===== src/rtl/alu_pkg.sv =====
// Shared widths, opcode encodings and requester-id type for the ALU arbiter slice.
package alu_pkg;

  localparam int DW  = 4;
  localparam int OPW = 3;

  localparam logic [OPW-1:0] OP_NOT = 3'b000;
  localparam logic [OPW-1:0] OP_AND = 3'b001;
  localparam logic [OPW-1:0] OP_OR  = 3'b010;
  localparam logic [OPW-1:0] OP_XOR = 3'b011;
  localparam logic [OPW-1:0] OP_ADD = 3'b100;

  typedef logic req_id_t;

  localparam req_id_t REQ0 = 1'b0;
  localparam req_id_t REQ1 = 1'b1;

endpackage


===== src/rtl/my_ALU.sv =====
// Purpose: 4-bit logic/add ALU; unused opcodes yield zero result and carry.
// Latency: purely combinational.
// Backpressure: none, no handshake.
module my_ALU
  import alu_pkg::*;
(
  input  logic [DW-1:0]  a,
  input  logic [DW-1:0]  b,
  input  logic [OPW-1:0] op,
  output logic [DW-1:0]  c,
  output logic           co
);

  always_comb begin
    c  = '0;
    co = 1'b0;
    case (op)
      OP_NOT:  c = ~a;
      OP_AND:  c = a & b;
      OP_OR:   c = a | b;
      OP_XOR:  c = a ^ b;
      OP_ADD:  {co, c} = {1'b0, a} + {1'b0, b};
      default: begin
        c  = '0;
        co = 1'b0;
      end
    endcase
  end

endmodule


===== src/rtl/alu_rr_arbiter.sv =====
// Purpose: round-robin share of one my_ALU between two requesters, tagged result register.
// Latency: result visible on rsp_* right after the accepting edge.
// Backpressure: full result register with rsp_ready low drops both readies; drain+accept in one cycle.
module alu_rr_arbiter
  import alu_pkg::*;
(
  input  logic           clk,
  input  logic           rst_n,

  input  logic           req0_valid,
  output logic           req0_ready,
  input  logic [DW-1:0]  req0_a,
  input  logic [DW-1:0]  req0_b,
  input  logic [OPW-1:0] req0_op,

  input  logic           req1_valid,
  output logic           req1_ready,
  input  logic [DW-1:0]  req1_a,
  input  logic [DW-1:0]  req1_b,
  input  logic [OPW-1:0] req1_op,

  output logic           rsp_valid,
  input  logic           rsp_ready,
  output logic [DW-1:0]  rsp_c,
  output logic           rsp_co,
  output logic           rsp_id
);

  req_id_t        last_id;
  req_id_t        gnt_id;
  logic           gnt_vld;
  logic           slot_free;
  logic           accept;

  logic [DW-1:0]  alu_a;
  logic [DW-1:0]  alu_b;
  logic [OPW-1:0] alu_op;
  logic [DW-1:0]  alu_c;
  logic           alu_co;

  assign slot_free = !rsp_valid || rsp_ready;
  assign gnt_vld   = req0_valid || req1_valid;

  // Under contention the requester not served last wins; otherwise the lone valid one.
  always_comb begin
    gnt_id = REQ0;
    if (req0_valid && req1_valid) begin
      gnt_id = ~last_id;
    end else if (req1_valid) begin
      gnt_id = REQ1;
    end
  end

  assign req0_ready = slot_free && gnt_vld && (gnt_id == REQ0);
  assign req1_ready = slot_free && gnt_vld && (gnt_id == REQ1);
  assign accept     = slot_free && gnt_vld;

  assign alu_a  = (gnt_id == REQ1) ? req1_a  : req0_a;
  assign alu_b  = (gnt_id == REQ1) ? req1_b  : req0_b;
  assign alu_op = (gnt_id == REQ1) ? req1_op : req0_op;

  my_ALU u_alu (
    .a  (alu_a),
    .b  (alu_b),
    .op (alu_op),
    .c  (alu_c),
    .co (alu_co)
  );

  // rsp_valid is the EMPTY/FULL state; data registers only move on accept.
  always_ff @(posedge clk or negedge rst_n) begin
    if (!rst_n) begin
      rsp_valid <= 1'b0;
      rsp_c     <= '0;
      rsp_co    <= 1'b0;
      rsp_id    <= REQ0;
      last_id   <= REQ1;
    end else if (accept) begin
      rsp_valid <= 1'b1;
      rsp_c     <= alu_c;
      rsp_co    <= alu_co;
      rsp_id    <= gnt_id;
      last_id   <= gnt_id;
    end else if (rsp_ready) begin
      rsp_valid <= 1'b0;
    end
  end

endmodule


===== config.mk =====
export PLATFORM = sky130hd
export DESIGN_NAME = alu_rr_arbiter
export DESIGN_NICKNAME = d
export VERILOG_FILES = /design/src/rtl/alu_pkg.sv /design/src/rtl/my_ALU.sv /design/src/rtl/alu_rr_arbiter.sv
export SDC_FILE = /design/constraint.sdc
export NUM_CORES = 1
export LEC_CHECK = 0
export CORE_MARGIN = 2
export CORE_UTILIZATION = 55
export DETAILED_ROUTE_END_ITERATION = 12
export DONT_BUFFER_PORTS = 1
export PLACE_DENSITY_LB_ADDON = 0.15
export SLEW_MARGIN = 30
export SYNTH_ARGS = -nofsm -noshare
export SYNTH_HDL_FRONTEND = slang
export SYNTH_HIERARCHICAL = 1
export SYNTH_SLANG_ARGS = --single-unit

===== constraint.sdc =====
create_clock -name clk -period 2.2 [get_ports clk]
set_input_delay 0.44 -clock clk [delete_from_list [all_inputs] [get_ports clk]]
set_output_delay 0.44 -clock clk [all_outputs]
set_load 0.1 [all_outputs]

==> flow_summary_export.csv <==
group,metric,value,unit
placed_design,post-place-ws,-169,ps
clocking,insertion_delay,250,ps
sta,tns,-159,ps
power,p_clk_share,13.7,%
sta,drv_slew,0,
min_path,min_path_type,"input port to async pin",
cells_and_area,fin_nets,146,
yosys,synthDominantCellAreaShare,20.0,%
cells_and_area,final_cells,125,
cells_and_area,fill_cells,121,
cells_and_area,diodes,0,
power,peakVddDrop,0.727,mV
yosys,yosys_most_used_dff,"dfrtp_1",
placed_design,placed_cells,119,
sta,setup_ws,-88.5,ps
worst_setup_path,cp.arrival,2470,ps
run,max-cap-violations,0,
yosys,yosys.area.top_type,"mux2_2",
power,combPwrFrac,43.3,%
cells_and_area,layout_commonest_cell,"mux2_2",
sta,finalCritPeriodShare,104,%
placed_design,post-dp-hpwl,1560,um
grt,grt_pass1_vias,696,
sta,tightest_slew,921,ps
yosys,yosysUniqueCellTypes,34,
detailed_routing,drc,0,
die,core-area,1520,um2
clocking,cts_made_buffers,3,
sta,relSlewSlack,38.6,%
yosys,postSynthCellCount,97,
grt,antenna_found_initial,0,
power,p_seq_share,43.0,%
clocking,cts_max_path_buffers,2,
sta,max_freq,437,MHz
worst_setup_path,required,2390,ps
yosys,synth_seq_area_share,22.4,%
yosys,ys_ff_latch,8,
clocking,cts_tree,"built",
cells_and_area,multi_input_area,686,um2
die,placementRows,14,
detailed_routing,vias_per_cell,5.88,
sta,setup_viol,4,
outcome,status,"finished with violations",
grt,grt_start_max_net_pins,12,
cells_and_area,seq_area,201,um2
detailed_routing,detail_route.wl_per_cell,15.2,um
placed_design,io_buffers,0,
outcome,violations,"setup timing",
sta,fin_skew,2.06,ps
clocking,cts_num_sinks,8,
yosys,synth_edf_count,0,
grt,grt_pass1_wl,3000,um
sta,min_period,2290,ps
cells_and_area,drive_gt1_share,43.1,%
die,die-area,1980,um2
yosys,synth_area_leaders,"mux2_2 (20%), dfrtp_1 (19%), ha_1 (11%)",
placed_design,place_congestion,0.854,
grt,grt_overflow,0,
clocking,cts.clk_slew.worst_paths,50,ps
yosys,synth.avg_cell_area,9.27,um2
die,fp.dieH,44.4,um
power,p_leak,0.501,nW
die,die_x,44.4,um
yosys,synthArstFlopShare,100,%
clocking,h-tree-depth,1,
grt,track_usage,20.7,%
die,ios,36,
yosys,syn_area,900,um2
detailed_routing,final_antenna_net_count,0,
die,initial_core_util,59.0,%
worst_setup_path,start_kind,"flop",
cells_and_area,most-common-layout-cells,"mux2_2 (13), inv_1 (12), buf_4 (10)",
worst_setup_path,critPathMaxFanout,7,
detailed_routing,drt_wl_total,1900,um
clocking,ctsRootBufferMaster,"clkbuf_4",
cells_and_area,area_growth,23.5,%
power,p_sw_share,50.7,%
worst_setup_path,end_kind,"flop",
power,switching_power,429,uW
detailed_routing,dr.first_iter.drc_count,33,
sta,rsz0062_at_grt,"true",
yosys,syn_nets,133,
power,power_density,761,nW/um2
sta,finalHoldViolations,0,
yosys,ys_warn_count,6,
power,internal-power,417,uW
worst_setup_path,critical_path_class,"flop to flop",
detailed_routing,vias,735,
detailed_routing,first_pass_iters,4,
## cells by family (layout without fill, tap and decap cells)
family                     count (synthesis)  after routing  synth area share, %
and+or+nand+nor                           23             23                 15.2
AOI/OAI and AO/OA                         21             21                 17.0
buffers and inverters                     19             31                 9.60
muxes                                     17             17                 22.5
adders and majority gates                  9              9                 13.4
DFF                                        8              8                 22.4
## cells in the mapped netlist, types with 2 or more instances
master    instances
nor3b_1           3
nand3_1           2
mux2_2           16
dfrtp_1           7
a21oi_1           5
nand2_1           3
buf_2             3
nand2b_1          4
nor2b_1           4
ha_1              8
nor2_1            3
o21ai_0           4
inv_1            14
## path summary, 6_finish.rpt
path                                 start        end  cells after the start  slack, ps
worst max-delay path               last_id   rsp_c[1]                     10        -90
worst max register to register     last_id   rsp_c[1]                     10        -90
min in group clk                req0_valid  rsp_valid                      2        310
worst min register to register   rsp_valid  rsp_valid                      2        620
worst min-delay path                 rst_n    last_id                      0         30
max in group asynchronous            rst_n  rsp_valid                      1       1460
## sequential cells by signal, indices dropped and copies added (netlist names)
register / cells
last_id: 1
rsp_c: 4
rsp_id: 1
rsp_co: 1
rsp_valid: 1
## area by class of cell
type | instances | share of cell area, %
inverters | 14 | 4.73
repair buffers | 13 | 11.3
clock buffers | 4 | 2.36
well taps | 16 | 1.80
multi-input cells | 70 | 61.7
flip-flops and latches | 8 | 18.1
## what timing repair did
item / in CTS / in global routing
buffers inserted: 1 / 0
endpoints found under the hold margin: 7 / 0
setup endpoints to repair: 3 / 5
pin swaps: 4 / 2
hold buffers: 1 / 0
resized for setup: 4 / 3
## routing by layer
metal	up-vias	part of all wire, %	GRT usage, %	wire, um
met5	-	0	0	0
met4	0	0	5.45	0
met3	0	8.3	6.12	157
met2	31	50	33.8	949
met1	341	42	26.9	795
li1	363	-	-	-
## critical path, cell delays in order (launching register included)
cell,delay [ps]
dfstp_2,550
a21boi_4,60
buf_12,130
mux2_4,310
ha_4,170
inv_2,40
fa_1,410
nor3b_2,160
a31oi_1,50
o22ai_1,160
mux2_4,170
## stage by stage
step,hold slack (ps),total power [mW],area [um2],utilization [%]
6_report,29.6,0.845,1110,72.9
5_1_grt,11.8,0.891,1110,72.9
4_1_cts,20.5,0.846,1090,71.8
3_5_place_dp,145,0.710,1040,68.1
3_3_place_gp,145,0.699,1040,68.1
2_1_floorplan,144,0.628,947,-
## power by group through the flow
stage / logic (mW) / clock network [mW] / registers [mW]
final: 0.366 / 0.116 / 0.363
after global routing: 0.396 / 0.128 / 0.368
after CTS: 0.361 / 0.122 / 0.364
after detailed placement: 0.344 / 0 / 0.366
after global placement: 0.335 / 0 / 0.364
after floorplan: 0.235 / 0 / 0.393
Note: power is estimated with default switching activity, not from simulation.
